==> src/rtl/lsu_pkg.sv <==
// Shared types and helpers for the load/store access stage (lsu_mem_align).
// Holds RV32I load/store funct3 codes, the access size and FSM state types,
// and small decode helpers used by both the FSM and the lane aligner.
package lsu_pkg;

  // RV32I load funct3 encodings
  localparam logic [2:0] LB  = 3'b000;
  localparam logic [2:0] LH  = 3'b001;
  localparam logic [2:0] LW  = 3'b010;
  localparam logic [2:0] LBU = 3'b100;
  localparam logic [2:0] LHU = 3'b101;

  // RV32I store funct3 encodings
  localparam logic [2:0] SB  = 3'b000;
  localparam logic [2:0] SH  = 3'b001;
  localparam logic [2:0] SW  = 3'b010;

  // Access width
  typedef enum logic [1:0] {
    SZ_BYTE = 2'd0,
    SZ_HALF = 2'd1,
    SZ_WORD = 2'd2
  } size_e;

  // Access FSM; encodings kept explicit to match the legacy localparam values
  typedef enum logic [1:0] {
    ST_IDLE = 2'd0,
    ST_REQ  = 2'd1,
    ST_WAIT = 2'd2,
    ST_RSP  = 2'd3
  } state_e;

  // funct3[1:0] selects the width; funct3[2] (unsigned) does not affect size
  function automatic size_e size_of(input logic [2:0] funct3);
    size_e sz;
    case (funct3[1:0])
      2'b00:   sz = SZ_BYTE;
      2'b01:   sz = SZ_HALF;
      default: sz = SZ_WORD;
    endcase
    return sz;
  endfunction

  // An access is misaligned when its low address bits are not naturally aligned
  function automatic logic is_misaligned(input size_e sz, input logic [1:0] addr_lo);
    logic mis;
    case (sz)
      SZ_HALF: mis = addr_lo[0];
      SZ_WORD: mis = (addr_lo != 2'b00);
      default: mis = 1'b0;
    endcase
    return mis;
  endfunction

  // Low address bits forced to natural alignment for the given size
  function automatic logic [1:0] align_lo(input size_e sz, input logic [1:0] addr_lo);
    logic [1:0] lo;
    case (sz)
      SZ_HALF: lo = {addr_lo[1], 1'b0};
      SZ_WORD: lo = 2'b00;
      default: lo = addr_lo;
    endcase
    return lo;
  endfunction

endpackage

==> src/rtl/lsu_lane_align.sv <==
// Byte-lane steering for a 32-bit data memory (4 byte lanes).
// From access size and byte offset: byte enables, lane-replicated store data,
// right-aligned/zero-masked load data, and the misalignment flag.
// The offset is forced to natural alignment internally, so a misaligned offset
// still yields a well-formed (aligned) lane pattern.
module lsu_lane_align
  import lsu_pkg::*;
(
  input  size_e       i_size,
  input  logic [1:0]  i_addr_lo,
  input  logic [31:0] i_wdata,
  input  logic [31:0] i_rdata,
  output logic [3:0]  o_be,
  output logic [31:0] o_wdata,
  output logic [31:0] o_rdata,
  output logic        o_misalign
);

  logic [1:0]  w_off;
  logic [31:0] w_shifted;

  // Effective lane offset and the read word shifted down to bit 0
  always_comb begin
    w_off     = align_lo(i_size, i_addr_lo);
    w_shifted = i_rdata >> {w_off, 3'b000};
  end

  // Per-size lane enables, store replication and load masking
  always_comb begin
    o_be    = '0;
    o_wdata = '0;
    o_rdata = '0;
    case (i_size)
      SZ_BYTE: begin
        o_be    = 4'b0001 << w_off;
        o_wdata = {4{i_wdata[7:0]}};
        o_rdata = {24'd0, w_shifted[7:0]};
      end
      SZ_HALF: begin
        o_be    = 4'b0011 << {w_off[1], 1'b0};
        o_wdata = {2{i_wdata[15:0]}};
        o_rdata = {16'd0, w_shifted[15:0]};
      end
      default: begin
        o_be    = 4'b1111;
        o_wdata = i_wdata;
        o_rdata = w_shifted;
      end
    endcase
  end

  // Misalignment is judged on the raw offset, before forcing
  always_comb begin
    o_misalign = is_misaligned(i_size, i_addr_lo);
  end

endmodule

==> src/rtl/lsu_mem_align.sv <==
// Load/store access stage feeding loads_sign_extend.
// Accepts one access at a time, runs a req/gnt + rvalid handshake to a
// word-addressed data memory, and returns right-aligned load data with the
// original funct3.
// Optional build macro: LSU_MISALIGN_TRAP_EN -- misaligned accesses skip the
// memory and respond at once with rsp_misalign=1; otherwise they are forced
// to natural alignment and proceed.
module lsu_mem_align
  import lsu_pkg::*;
#(
  parameter int unsigned ADDR_WIDTH = 32,
  parameter int unsigned DATA_WIDTH = 32
) (
  input  logic                  clk,
  input  logic                  rst,
  input  logic                  req_valid,
  output logic                  req_ready,
  input  logic                  req_we,
  input  logic [2:0]            req_funct3,
  input  logic [ADDR_WIDTH-1:0] req_addr,
  input  logic [DATA_WIDTH-1:0] req_wdata,
  output logic                  mem_req,
  input  logic                  mem_gnt,
  output logic                  mem_we,
  output logic [ADDR_WIDTH-1:0] mem_addr,
  output logic [3:0]            mem_be,
  output logic [DATA_WIDTH-1:0] mem_wdata,
  input  logic                  mem_rvalid,
  input  logic [DATA_WIDTH-1:0] mem_rdata,
  output logic                  rsp_valid,
  input  logic                  rsp_ready,
  output logic [DATA_WIDTH-1:0] rsp_data,
  output logic [2:0]            rsp_funct3,
  output logic                  rsp_misalign
);

  state_e                r_state;
  logic                  r_we;
  logic [2:0]            r_funct3;
  logic [ADDR_WIDTH-1:0] r_addr;
  logic [DATA_WIDTH-1:0] r_wdata;
  logic [DATA_WIDTH-1:0] r_rsp_data;
  logic                  r_misalign;

  logic                  w_idle;
  size_e                 w_size;
  logic [1:0]            w_addr_lo;
  logic [3:0]            w_be;
  logic [DATA_WIDTH-1:0] w_wdata_rep;
  logic [DATA_WIDTH-1:0] w_rdata_align;
  logic                  w_misalign;
  logic                  w_trap;

  // The single lane aligner looks at the incoming request while IDLE (to
  // judge misalignment at accept) and at the latched access otherwise.
  always_comb begin
    w_idle    = (r_state == ST_IDLE);
    w_size    = size_of(w_idle ? req_funct3 : r_funct3);
    w_addr_lo = w_idle ? req_addr[1:0] : r_addr[1:0];
  end

  lsu_lane_align u_lane (
    .i_size     (w_size),
    .i_addr_lo  (w_addr_lo),
    .i_wdata    (r_wdata),
    .i_rdata    (mem_rdata),
    .o_be       (w_be),
    .o_wdata    (w_wdata_rep),
    .o_rdata    (w_rdata_align),
    .o_misalign (w_misalign)
  );

`ifdef LSU_MISALIGN_TRAP_EN
  assign w_trap = w_misalign;
`else
  assign w_trap = 1'b0;
`endif

  // Access FSM plus request/response registers
  always_ff @(posedge clk) begin
    if (rst) begin
      r_state    <= ST_IDLE;
      r_we       <= 1'b0;
      r_funct3   <= '0;
      r_addr     <= '0;
      r_wdata    <= '0;
      r_rsp_data <= '0;
      r_misalign <= 1'b0;
    end else begin
      case (r_state)
        ST_IDLE: begin
          if (req_valid) begin
            r_we       <= req_we;
            r_funct3   <= req_funct3;
            r_wdata    <= req_wdata;
            r_rsp_data <= '0;
            // Misaligned low bits are snapped to natural alignment here so the
            // lane aligner later sees an aligned offset.
            r_addr     <= {req_addr[ADDR_WIDTH-1:2],
                           w_misalign ? align_lo(w_size, req_addr[1:0]) : req_addr[1:0]};
            r_misalign <= w_trap;
            r_state    <= w_trap ? ST_RSP : ST_REQ;
          end
        end
        ST_REQ: begin
          if (mem_gnt) begin
            r_state <= r_we ? ST_RSP : ST_WAIT;
          end
        end
        ST_WAIT: begin
          if (mem_rvalid) begin
            r_rsp_data <= w_rdata_align;
            r_state    <= ST_RSP;
          end
        end
        ST_RSP: begin
          if (rsp_ready) begin
            r_state <= ST_IDLE;
          end
        end
        default: r_state <= ST_IDLE;
      endcase
    end
  end

  // Memory-side outputs are only driven while a request is pending
  always_comb begin
    mem_req   = (r_state == ST_REQ);
    mem_we    = mem_req & r_we;
    mem_addr  = mem_req ? {r_addr[ADDR_WIDTH-1:2], 2'b00} : '0;
    mem_be    = mem_req ? w_be : '0;
    mem_wdata = mem_req ? w_wdata_rep : '0;
  end

  // Execute/consumer-side handshake and response
  always_comb begin
    req_ready  = w_idle;
    rsp_valid  = (r_state == ST_RSP);
    rsp_data   = r_rsp_data;
    rsp_funct3 = r_funct3;
  end

`ifdef LSU_MISALIGN_TRAP_EN
  assign rsp_misalign = r_misalign;
`else
  assign rsp_misalign = 1'b0;
`endif

endmodule

==> config.mk <==
export PLATFORM = sky130hd
export DESIGN_NAME = lsu_mem_align
export DESIGN_NICKNAME = d
export VERILOG_FILES = /design/src/rtl/lsu_pkg.sv /design/src/rtl/lsu_lane_align.sv /design/src/rtl/lsu_mem_align.sv
export SDC_FILE = /design/constraint.sdc
export NUM_CORES = 1
export LEC_CHECK = 0
export CAP_MARGIN = 20
export CORE_ASPECT_RATIO = 0.9
export CORE_UTILIZATION = 40
export CTS_CLUSTER_SIZE = 40
export DETAILED_ROUTE_END_ITERATION = 8
export HOLD_SLACK_MARGIN = 0.08
export PLACE_DENSITY = 0.89
export SLEW_MARGIN = 20
export SYNTH_ARGS = -nofsm -noshare
export SYNTH_HDL_FRONTEND = slang
export SYNTH_HIERARCHICAL = 1
export SYNTH_SLANG_ARGS = --single-unit
==> constraint.sdc <==
create_clock -name clk -period 3 [get_ports clk]
set_input_delay 0.6 -clock clk [delete_from_list [all_inputs] [get_ports clk]]
set_output_delay 0.6 -clock clk [all_outputs]
set_load 0.01 [all_outputs]
* After elaboration in Yosys (flattened, before gate mapping) *
Cells that the tools add are included.
W data, S select, Z words.

storage, ports and cells
  input port bits = 106
  flip-flop bits (word level) = 102

cells by class
  mux-type cells = 22
  reduce and logical (&&, ||, !) cells = 8
  eq/ne operators = 10
  shift-type cells = 3
  bitwise logic cells = 1

operator list
  kind                   number
  $pmux W32 S2           3
  $mux W32               4
  $shr A32 B5 Y32        1
  $mux W2                7
  $pmux W2 S2            3
  $pmux W2 S4            1
  $pmux W4 S2            1
  $eq A2 B1 Y1 const B   3
  $eq A2 B2 Y1 const B   3
  $logic_not A2 Y1       3
  $mux W4                1
  $ne A2 B1 Y1 const B   2
  $ne A2 B2 Y1 const B   2
  $reduce_and A4 Y1      1
  $reduce_bool A2 Y1     2
  $shl A1 B2 Y4 const A  1
  $shl A2 B2 Y4 const A  1
  $reduce_and A3 Y1      1
  $pmux W1 S2            1
  $reduce_and A2 Y1      1
  $and A1 B1 Y1          1
  $mux W1                1

* Longest topological paths before layout *
  word-level depth = 10
  gate-level depth with buffers = 14
  mapped depth without buffers = 11

* Cells and area by module *
Netlist, hierarchy kept.

by module, submodules not included
  module          cells an instance  area an instance (µm²)  sequential area each (µm²)  times used
  lsu_mem_align   510                4,262.8                 2,042.0                     1
  lsu_lane_align  201                1,272.5                 0.0                         1

* Worst setup path before layout *
No wires, ideal clock.

  path kind = register to output
  start = reg r_state[0]
  end = out mem_be[1]
  arrival = 2.495 ns
  stages on the path, launching flop included = 14
  setup slack = -0.095 ns
  data required time = 2.400 ns
  path buffers = 3
  cell sequence = dfxtp_1 inv_1 ha_1 buf_6 mux2_2 nor2_1 inv_1 ha_1 nor2b_1 buf_2 buf_4 nor2_1 o22ai_1 and2_1

on the way
  longest elaborated chain between the ends = 9
  elaborated cells between the ends (all ways) = 15
  classes of those cells = eq/ne (4); shift (2); mux (6); reduce/logical (3)

RTL lines
  item                                                     RTL line                                    source
  start, declared                                          lsu_mem_align.sv:37                         state_e r_state;
  start signal, assigned                                   lsu_mem_align.sv:102                        r_state <= w_trap ? ST_RSP : ST_REQ;
  start signal, assigned                                   lsu_mem_align.sv:107                        r_state <= r_we ? ST_RSP : ST_WAIT;
  $logic_not A2 Y1 (*)                                     lsu_mem_align.sv:57                         w_idle = (r_state == ST_IDLE);
  named net req_ready                                      lsu_mem_align.sv:17                         output logic req_ready,
  $mux W2 (*)                                              lsu_mem_align.sv:58                         w_size = size_of(w_idle ? req_funct3 : r_funct3);
  $eq A2 B1 Y1 / $logic_not A2 Y1 (equally long branches)  lsu_pkg.sv:36                               case (funct3[1:0])
  $pmux W2 S2 (*)                                          lsu_pkg.sv:36
  named net w_size[1]                                      lsu_mem_align.sv:46                         size_e w_size;
  $eq A2 B2 Y1 / $eq A2 B1 Y1 (equally long branches)      lsu_pkg.sv:58, lsu_lane_align.sv:33
  $pmux W2 S2                                              lsu_pkg.sv:58                               case (sz)
  $shl A2 B2 Y4 / $shl A1 B2 Y4 (equally long branches)    lsu_lane_align.sv:40, lsu_lane_align.sv:35
  $pmux W4 S2 (*)                                          lsu_lane_align.sv:33                        case (i_size)
  named net w_be[1]                                        lsu_mem_align.sv:48                         logic [3:0] w_be;
  $mux W4 (*)                                              lsu_mem_align.sv:131                        mem_be = mem_req ? w_be : '0;
  end, declared                                            lsu_mem_align.sv:26                         output logic [3:0] mem_be,

Mark *: on every way through the listed nets, which the timed path passes. The rest lies on a longest branch.

* Worst setup path after layout *
  start = reg r_state[0]
  end = out mem_wdata[23]

on the way
  longest elaborated chain between the ends = 7
  elaborated cells between the ends (all ways) = 10
  classes of those cells = eq/ne (3); mux (4); reduce/logical (3)

RTL lines
  item                                                     RTL line              source
  $logic_not A2 Y1 (*)                                     lsu_mem_align.sv:57
  $mux W2 (*)                                              lsu_mem_align.sv:58
  $eq A2 B1 Y1 / $logic_not A2 Y1 (equally long branches)  lsu_pkg.sv:36
  $pmux W2 S2 (*)                                          lsu_pkg.sv:36
  named net w_size[1]                                      lsu_mem_align.sv:46
  $eq A2 B1 Y1 / $logic_not A2 Y1 (equally long branches)  lsu_lane_align.sv:33
  $pmux W32 S2 (*)                                         lsu_lane_align.sv:33
  named net w_wdata_rep[23]                                lsu_mem_align.sv:49   logic [DATA_WIDTH-1:0] w_wdata_rep;
  $mux W32 (*)                                             lsu_mem_align.sv:132  mem_wdata = mem_req ? w_wdata_rep : '0;
  end, declared                                            lsu_mem_align.sv:27   output logic [DATA_WIDTH-1:0] mem_wdata,

Marks and branches as above.

==> summary.md <==
| Metric | Value |
|---|---|
| Peak VDD IR | `478 uV` |
| Worst-case reg-to-reg path depth | `12` |
| Crit path launch | `r_state[0]` |
| CP Capture Type | `output port` |
| Synthesized area | `0.00554 mm2` |
| Max Clk Rate | `0.330 GHz` |
| Failing checks | `setup timing` |
| CTS Sinks | `102` |
| Final hold violations | `0` |
| Dpl hpwl | `11600 um` |
| Sequential power share | `0.251` |
| GRT overflow | `0` |
| Final std cells w/o fill | `1080` |
| Avg WL per Cell | `15.6 um` |
| Worst Setup Slack, final | `-28.3 ps` |
| Top_reg_cell synth | `dfxtp_1` |
| R2R Path Start | `r_state[0]` |
| Final Net Count | `1019` |
| Pin count of the biggest net entering global routing | `69` |
| Combinational share of power | `0.555` |
| Min-Delay Startpoint | `r_addr[6]` |
| Relative slew slack | `0.453` |
| Netlist cell types | `39` |
| Rows | `40` |
| Number of enable flip-flop cells after synthesis | `0` |
| Skew-Pair Late Insertion Delay | `350 ps` |
| Worst slack, placed | `-565 ps` |
| Final setup TNS | `-28.3 ps` |
| Crit-path max cell delay | `340 ps` |
| Ys Warns | `6` |
| IO Pins | `214` |
| Chip Height | `114 um` |
| Minimum clock period | `3030 ps` |
| Initial antenna violation count | `1` |
| Setup slack, reg-to-reg | `370 ps` |
| CTS tree | `built` |
| Syn avg cell area | `7.79 um2` |
| Fin crit share | `1.01` |
| Outcome | `complete, but fails checks` |
| Port-buffer cells | `210` |
| H-tree levels | `3` |
| Clock power frac | `0.194` |
| Pins Over Slew Limit | `0` |
| Vias in the first global route | `5329` |
| Cell Int Power | `3.97 mW` |
| Fin area | `0.00824 mm2` |
| Crit path DAT | `2430 ps` |
| Root Buffer | `clkbuf_16` |
| Switching pwr | `2.73 mW` |
| Worst Max-Slew Pin Slew | `819 ps` |
| Initial Util | `0.413` |
| Crit path max-delay cell type | `mux2_4` |
| CORE AREA | `0.0134 mm2` |
| RSZ-0062 raised after global routing | `yes` |
| Drt pass-1 iters | `6` |
| GPL Wtd Cong | `0.865` |
| Die width | `126 um` |
| Most area-consuming cells after synthesis | `dfxtp_1, nand2_1, and2_1` |
| Post-synth top area share | `0.369` |
| Leak pwr | `3.18 nW` |
| Post-route ant nets | `0` |
| Data required, critical path | `2400 ps` |
| Total power | `6.70 mW` |
| Final setup fails | `1` |
| Critical path type | `reg2out` |
| TritonCTS Buffers | `9` |
| Vias | `5720` |
| Vias per Instance | `5.30` |
| First-pass GRT wire length | `27000 um` |
| Most frequent cell after synthesis | `nand2_1` |
| Number of synthesized register bits | `102` |
| Placed Cells | `1050` |
| Post-synth top area cell | `dfxtp_1` |
| Seq/Total Area, Yosys | `0.369` |
| Type of origin of the critical path | `flop` |
| Most frequent cells after synthesis | `nand2_1, dfxtp_1, a21oi_1, and2_1, nor2_1` |
| Cells after Synth | `711` |
| Async S/R FF share, synth | `0` |
| Area post-placement | `0.00775 mm2` |
| # hold bufs at CTS | `0` |
| Clock Pin Slew Worst Setup and Hold Paths | `70 ps` |
| Die area | `0.0143 mm2` |
| Layout area overhead | `48.9%` |
| All-layer global routing usage | `0.236` |
| Reg2reg end | `rsp_data[13]` |
| CP Capture Point | `mem_wdata[23]` |
| DRC Markers | `0` |
| Clock Skew | `8.52 ps` |
| Worst Path Max Fanout | `5` |
| Crit path cell chain | `inv_2 > ha_4 > mux2_4 > nor2_4 > inv_2 > ha_4 > nor2_4 > buf_6 > mux2_4 > and2_4 > buf_6` |
| Drt total wl | `16800 um` |
| PwrDens | `813 mW/mm2` |
| Maxcap violations | `0` |
| Number of DRC markers in iteration 0 | `513` |
| Switch share | `0.407` |
| Layout cell share with drive strength beyond 1 | `0.176` |
| Hold WC Path Type | `reg2reg` |
| Clock buffer depth | `2` |
-- critical path: cells and delay by family (launching register included) --
| family | cells | cell delay (ps) |
|---|---|---|
| DFF | 1 | 330 |
| and+or+nand+nor | 3 | 410 |
| buffers and inverters | 4 | 360 |
| muxes | 2 | 640 |
| adders and majority gates | 2 | 330 |
-- cell usage in the layout (no fill, tap or decap), types with 3 or more instances in the layout --
cell type	synthesis	routed
a311oi_2	4	4
inv_2	0	3
nand2_1	177	175
buf_6	10	10
a21oi_2	4	4
mux2i_1	10	9
clkbuf_16	0	9
nand2b_1	5	4
buf_4	17	32
buf_12	0	5
dfxtp_1	102	100
a22oi_1	26	18
a31oi_1	8	8
mux2_2	7	5
conb_1	1	3
ha_4	0	3
a22o_1	8	8
and2_1	76	73
o21ai_1	2	4
nor2_1	38	36
a21oi_1	81	81
clkdlybuf4s50_1	0	181
a311oi_1	4	4
o21ai_0	24	20
buf_2	18	14
ha_1	7	3
a22oi_2	22	30
clkbuf_2	0	8
nand3_1	10	10
-- worst min-delay path by stage --
stage            endpoint  slack, ps  cells past startpoint
2_1_floorplan   r_addr[0]        430                      2
3_3_place_gp   r_addr[28]        440                      2
3_5_place_dp    r_addr[2]        440                      2
4_1_cts         r_addr[2]        450                      2
5_1_grt        r_addr[22]        470                      2
6_report        r_addr[6]        450                      2
-- area by class of cell --
| cell class | count | area, um2 |
|---|---|---|
| Tap cell | 168 | 210 |
| Clock buffer | 9 | 225 |
| Timing Repair Buffer | 255 | 2450 |
| Inverter | 6 | 25.0 |
| Sequential cell | 102 | 2040 |
| Clock inverter | 7 | 103 |
| Antenna cell | 1 | 2.50 |
| Fill cell | 1178 | 5170 |
| Multi-Input combinational cell | 532 | 3190 |
-- flip-flops by register name, indices dropped and copies added, names as in the netlist --
register and count:
r_we 1, r_state 2, rsp_funct3 3, r_wdata 32, rsp_data 32, r_addr 32
-- repair_timing --
action | 4_1_cts | 5_1_grt
setup endpoints to repair | 28 | 26
buffers inserted | 10 | 4
pin swaps | 13 | 10
gates resized for setup | 119 | 23
-- cells by family (layout without fill, tap and decap cells) --
family / Yosys count / count (layout) / share of synthesized area
fa+ha+maj: 7 / 7 / 0.0158
flops: 102 / 102 / 0.369
other cells: 1 / 4 / 0.000677
compound gates: 191 / 191 / 0.238
buf+inv: 79 / 277 / 0.0848
mux: 17 / 17 / 0.0323
simple gates: 314 / 314 / 0.259
-- metrics by stage --
stage / hold WS (ps) / utilization
after floorplan: 429 / -
after global placement: 437 / 0.578
after detailed placement: 442 / 0.578
after CTS: 452 / 0.611
after global routing: 468 / 0.615
final: 450 / 0.615
-- routing by layer --
| layer | vias to the layer above | share of wire | wire, um | track usage |
|---|---|---|---|---|
| met5 | - | 0 | 0 | 0 |
| met4 | 0 | 0.023 | 392 | 0.0723 |
| met3 | 32 | 0.079 | 1340 | 0.0722 |
| met2 | 245 | 0.47 | 7970 | 0.392 |
| met1 | 2666 | 0.42 | 7140 | 0.293 |
| li1 | 2777 | - | - | - |
-- power groups by stage --
| stage | clock, mW | sequential (mW) | combinational (mW) |
|---|---|---|---|
| after floorplan | 0 | 1.67 | 2.32 |
| after global placement | 0 | 1.69 | 3.32 |
| after detailed placement | 0 | 1.70 | 3.35 |
| after CTS | 1.33 | 1.68 | 3.56 |
| after global routing | 1.39 | 1.70 | 4.04 |
| final | 1.30 | 1.68 | 3.72 |
(Power assumes the default switching activity.)
